`src/rtl/conv_window_sequencer.sv`:
```
// Operand sequencer for the FP multiply-accumulate PE: latches a KxK window and kernel,
// streams element pairs into the PE one per clock, captures the dot product and hands it off.
module conv_window_sequencer #(
  parameter int DATA_WIDTH  = 32,
  parameter int KERNEL_SIZE = 5
) (
  input  logic                                              clk,
  input  logic                                              reset,
  input  logic                                              start,
  input  logic [KERNEL_SIZE*KERNEL_SIZE*DATA_WIDTH-1:0]      window,
  input  logic [KERNEL_SIZE*KERNEL_SIZE*DATA_WIDTH-1:0]      kernel,
  output logic                                              busy,
  output logic [DATA_WIDTH-1:0]                             pe_a,
  output logic [DATA_WIDTH-1:0]                             pe_b,
  output logic                                              pe_clear,
  input  logic [DATA_WIDTH-1:0]                             pe_result,
  output logic [DATA_WIDTH-1:0]                             out_data,
  output logic                                              out_valid,
  input  logic                                              out_ready
);

  localparam int unsigned N     = KERNEL_SIZE * KERNEL_SIZE;
  localparam int unsigned IDX_W = (N > 1) ? $clog2(N) : 1;
  localparam logic [IDX_W-1:0] LAST_IDX = IDX_W'(N - 1);

  typedef enum logic [1:0] {
    IDLE,
    FEED,
    CAPTURE,
    OUTPUT
  } state_t;

  state_t state, state_next;

  logic [IDX_W-1:0]      idx;
  logic [DATA_WIDTH-1:0] window_buf [N];
  logic [DATA_WIDTH-1:0] kernel_buf [N];
  logic                  accept;
  logic                  handshake;

  always_ff @(posedge clk or posedge reset) begin
    if (reset) state <= IDLE;
    else       state <= state_next;
  end

  always_comb begin
    state_next = state;
    accept     = 1'b0;
    handshake  = 1'b0;
    pe_a       = '0;
    pe_b       = '0;
    case (state)
      IDLE: begin
        if (start) begin
          accept     = 1'b1;
          state_next = FEED;
        end
      end
      FEED: begin
        pe_a = window_buf[idx];
        pe_b = kernel_buf[idx];
        if (idx == LAST_IDX) state_next = CAPTURE;
      end
      CAPTURE: state_next = OUTPUT;
      OUTPUT: begin
        if (out_valid && out_ready) begin
          handshake  = 1'b1;
          state_next = IDLE;
        end
      end
      default: state_next = IDLE;
    endcase
  end

  assign busy = (state != IDLE);

  // Operand buffers carry no reset: they are only ever read after a start latches them.
  always_ff @(posedge clk) begin
    if (accept) begin
      for (int unsigned i = 0; i < N; i++) begin
        window_buf[i] <= window[i*DATA_WIDTH +: DATA_WIDTH];
        kernel_buf[i] <= kernel[i*DATA_WIDTH +: DATA_WIDTH];
      end
    end
  end

  always_ff @(posedge clk or posedge reset) begin
    if (reset) begin
      idx       <= '0;
      pe_clear  <= 1'b1;
      out_data  <= '0;
      out_valid <= 1'b0;
    end else begin
      if (accept) begin
        idx      <= '0;
        pe_clear <= 1'b0;
      end
      if (state == FEED) begin
        idx <= (idx == LAST_IDX) ? '0 : idx + IDX_W'(1);
      end
      if (state == CAPTURE) begin
        out_data  <= pe_result;
        out_valid <= 1'b1;
      end
      if (handshake) begin
        out_valid <= 1'b0;
        pe_clear  <= 1'b1;
      end
    end
  end

endmodule

```
`config.mk`:
```
export PLATFORM = sky130hd
export DESIGN_NAME = conv_window_sequencer
export DESIGN_NICKNAME = d
export VERILOG_FILES = /design/src/rtl/conv_window_sequencer.sv
export SDC_FILE = /design/constraint.sdc
export NUM_CORES = 2
export LEC_CHECK = 0
export BUFFER_PORTS_ARGS = -buffer_cell sky130_fd_sc_hd__buf_2
export CORE_AREA = 2 2 676 678
export DETAILED_ROUTE_END_ITERATION = 10
export DIE_AREA = 0 0 678 680
export SLEW_MARGIN = 20
export SYNTH_ARGS = -nofsm -noshare
export SYNTH_HDL_FRONTEND = slang
export SYNTH_SLANG_ARGS = --single-unit
export TNS_END_PERCENT = 1
```
`constraint.sdc`:
```
create_clock -name clk -period 52.8 [get_ports clk]
set_input_delay 7.92 -clock clk [delete_from_list [all_inputs] [get_ports clk]]
set_output_delay 7.92 -clock clk [all_outputs]
set_load 0.02 [all_outputs]
```
======== Word level (Yosys, flattened, before mapping) ========
Memories as Yosys holds them, arrays and structs flattened.
Cells that the tools add are included.
word-level totals
  register bits ........................... 41
  RAM bits ................................ 1600
  input port bits ......................... 1636
  output and inout port bits .............. 99
  word-level logic and storage cells ...... 41
  memories kept ........................... 2
cells by class
  add/subtract/negate cells ............... 1
  eq/ne operators ......................... 7
  multiplexer cells ....................... 19
  reductions and logical operators ........ 7
memories
  memory      words  width  rd ports  clocked after memory_dff  write ports  line  source
  kernel_buf  25     32     1         0                         25           37    logic [DATA_WIDTH-1:0] kernel_buf [N];
  window_buf  25     32     1         0                         25           36    logic [DATA_WIDTH-1:0] window_buf [N];
operators by type and width
  operator               count
  $mux W32               2
  $mux W5                3
  $mux W1                10
  $pmux W2 S4            1
  $reduce_bool A2 Y1     4
  $mux W2                3
  $add A5 B1 Y5 const B  1
  $eq A5 B5 Y1 const B   1
  $eq A2 B2 Y1 const B   2
  $ne A2 B2 Y1 const B   2
  $reduce_and A3 Y1      1
  $eq A2 B1 Y1 const B   1
  $logic_not A2 Y1       1
  $ne A2 B1 Y1 const B   1
  $logic_and A1 B1 Y1    1

======== Longest topological paths before layout ========
  depth in word-level cells ............... 4
  mapped depth ............................ 11
  depth with buffers taken out ............ 6

======== Worst setup path after synthesis ========
Ideal clock, no wire load.
  path kind ............................... input -> register
  start point ............................. input start
  end point ............................... memory kernel_buf[0][0], enable pin
  library setup time ...................... 1.936 ns
  arrival ................................. 38.909 ns
  data required time ...................... 50.864 ns
  path slack .............................. 11.955 ns
  stages .................................. 2
  buffers on the path ..................... 0
  cells stage by stage .................... nand2_1 -> inv_1
RTL lines
  item         line  source
  from (decl)  9     input logic start,
  to (decl)    37

======== Worst setup path after layout ========
  start point ............................. register idx[0]
  end point ............................... output pe_a[5]
on the way
  longest elaborated chain between the ends .. 2
ends and longest elaborated chain
  item                    line  source
  from (decl)             35    logic [IDX_W-1:0] idx;
  from (signal assigned)  99    idx <= (idx == LAST_IDX) ? '0 : idx + IDX_W'(1);
  $mem_v2 Z25 W32         --
  $mux W32                52    case (state)
  to (decl)               13    output logic [DATA_WIDTH-1:0] pe_a,
Every way passes these cells.

==> metrics <==
CP top delay family buffers and inverters; RSZ-0062 raised after global routing false; total power 4580 uW; CTS Buffer Depth 4; num ports 1735; outcome finished clean; Post-CTS Resized 0; # rows 248; die area 461000 sq um; Clk pwr share 29.8%; Slowest-stage cell, CP a311oi_1; Layout area overhead 36.9%; total CTS buffers 193; core area 454000 sq um; # nets final 6281; half-perimeter wire length after placement 316 mm; Power Internal 3010 uW; Avg Cell Area, Syn 22.4 sq um; first-pass GRT wire length 459 mm; Slew Viols, Final 0; CP Max Fanout 39; cell taking the most area after synthesis edfxtp_1; slowest cell delay on critical path 0.90 ns; Starting Density 13.7%; # DRC 0; LEAKAGE 0.0291 uW; Tcrit/Tclk final 27.2%; area fraction of the dominant cell type after synthesis 76.9%; Slew headroom 16.8%; Crit path required time 44.88 ns; Yosys warnings 0; clk sink count 1641; placed insts 10443; most used cell, CP buf_4; GRT Total Usage 15.8%; CP endpoint kind output pin; DIE HEIGHT 680 microns; largest net degree at the start of global routing 161; vias in the first global route 38637; Clock Latency Late Sink 0.95 ns; initial antenna violation count 516; Total Neg Setup Slack 0 ns; clk slew on worst S/H paths 0.06 ns; via/cell ratio 3.72; Finished Layout Cells 10954; worst hold path type reg -> reg; post-route antenna net violation count 0; worst vdd rail ir drop 0.0330 mV; setup bufs post-CTS 0; Seq/Total Area, Yosys 78.6%; Synth Instances 2791; final setup vio count 0; DRT Wirelength 379 mm; routed length per instance 34.6 microns; final design utilization 18.8%; Fmax 0.0697 GHz; global route total overflow 0; Psw 1570 uW; cell breakdown of the critical path buf_4 > buf_4 > buf_4 > buf_4 > mux4_2 > mux2_2 > a21oi_1 > a311oi_1 > buf_2; Max Cap Viol 0; CP Launch Type flip-flop; Synth cell types 34; via count 40702; Tmin final 14.34 ns; port buffer count 1734; Mapped Area 62400 sq um; worst-case clock skew 0.114 ns; hold buffers post-CTS 0; power per cell area 53.6 nW/um^2; GP Congestion 0.915; CP bufs+invs 5; Worst Tran Pin Value 1.24 ns; endpoints failing hold 0; layout cells sized above 1 53.9%; CTS root buf clkbuf_16; DRT iter0 DRCs 5141; Comb power frac 30.0%; synthesis-stage register bit count 1641; crit path DAT 6.42 ns; CTS tree done; sw frac 34.3%; CP Class reg -> out; largest cells by area after synthesis edfxtp_1, mux4_2, mux2_2; syn_nets 4434; H-tree levels 4; Sequential Power Share 40.3%; Die X 678 microns; First-pass DRT Iterations 6
-- layout make-up --
class,instances,area [sq um]
tap,6000,7510
sequential,1641,49100
timing repair buffer,1821,9420
fill,48776,369000
inverter,8,45.0
multi-input combinational,973,12700
clock inverter,114,1260
antenna,162,405
clock buffer,235,5040
-- state kept, by name, summed over array words and instances (netlist names) --
name / cells
kernel_buf: 800
window_buf: 800
out_data: 32
idx: 5
state: 2
out_valid: 1
pe_clear: 1
-- kinds of logic (layout without fill, tap and decap cells) --
group,count (synthesis),in the layout,share of synthesized area [%]
multiplexers,517,517,15.5
flip-flops,1641,1641,78.6
other,0,162,0
XOR/XNOR,1,1,0.0140
adder cells (fa/ha/maj),7,7,0.140
AND/OR/NAND/NOR,146,146,0.910
AO/OA/AOI/OAI,302,302,3.49
buffers and inverters,177,2178,1.37
-- path summary, 6_finish.rpt --
path / startpoint / slack, ns / end / depth (start not counted)
worst min-delay path: out_data[31]$_DFFE_PP0P_ / 0.50 / out_data[31]$_DFFE_PP0P_ / 1
min in group asynchronous: reset / 7.15 / idx[4]$_DFFE_PP0P_ / 3
max in group asynchronous: reset / 45.14 / idx[0]$_DFFE_PP0P_ / 3
worst min register to register: out_data[31]$_DFFE_PP0P_ / 0.50 / out_data[31]$_DFFE_PP0P_ / 1
worst max-delay path: idx[0]$_DFFE_PP0P_ / 38.46 / pe_a[5] / 9
worst max register to register: state[0]$_DFFE_PP0P_ / 45.74 / kernel_buf[18][21]$_DFFE_PP_ / 10
-- layout by cell type (no fill, tap or decap), types with 38 or more instances in the layout --
cell,netlist,final
buf_2,50,1734
edfxtp_1,1600,1600
mux4_2,350,350
clkbuf_16,0,194
diode_2,0,162
nand2_1,134,133
mux2_2,97,97
buf_4,27,78
mux2i_1,70,70
o21ai_0,67,66
a21oi_1,66,66
a311oi_1,64,51
clkbuf_1,82,38
-- synth_stat cells --
cell	count
nand2b_1	1
o22ai_1	1
a311oi_1	64
mux4_2	350
xor2_1	1
a21oi_1	66
nor2_1	3
o21ai_0	67
a22o_1	1
mux2i_1	70
a2bb2oi_1	34
o31ai_1	1
a221oi_1	35
nor2b_1	4
dfrtp_1	40
buf_1	6
a221o_1	30
nand3_1	2
dfstp_2	1
mux2_2	97
nand4_1	1
inv_1	7
nor2_2	1
a32o_1	1
a31oi_1	1
clkbuf_1	82
inv_2	1
buf_6	4
buf_4	27
nand2_1	134
edfxtp_1	1600
ha_1	7
buf_2	50
o21a_1	1
-- metrics by stage --
step | cell area, sq um | worst slack (ns) | hold WS [ns]
3_3_place_gp | 78600 | 38.75 | 0.485
2_1_floorplan | 62400 | 11.96 | 0.534
5_1_grt | 85200 | 38.02 | 0.520
3_5_place_dp | 78800 | 38.66 | 0.490
6_report | 85500 | 38.46 | 0.501
4_1_cts | 85100 | 38.14 | 0.504
-- metal layers --
metal	vias up	wire length (microns)	track usage [%]	part of all wire, %
li1	15797	-	-	-
met1	20271	137000	18.4	36
met2	3411	171000	25.0	45
met3	995	57200	8.72	15
met4	228	12900	3.95	3.4
met5	-	1460	0	0.38
-- power groups by stage --
stage / registers, uW / logic [uW] / clock network, uW
after detailed placement: 1870 / 1410 / 0
after CTS: 1850 / 1410 / 1400
after global placement: 1870 / 1390 / 0
after floorplan: 2250 / 763 / 0
final: 1840 / 1370 / 1360
after global routing: 1860 / 1460 / 1440
(Power assumes the default switching activity.)
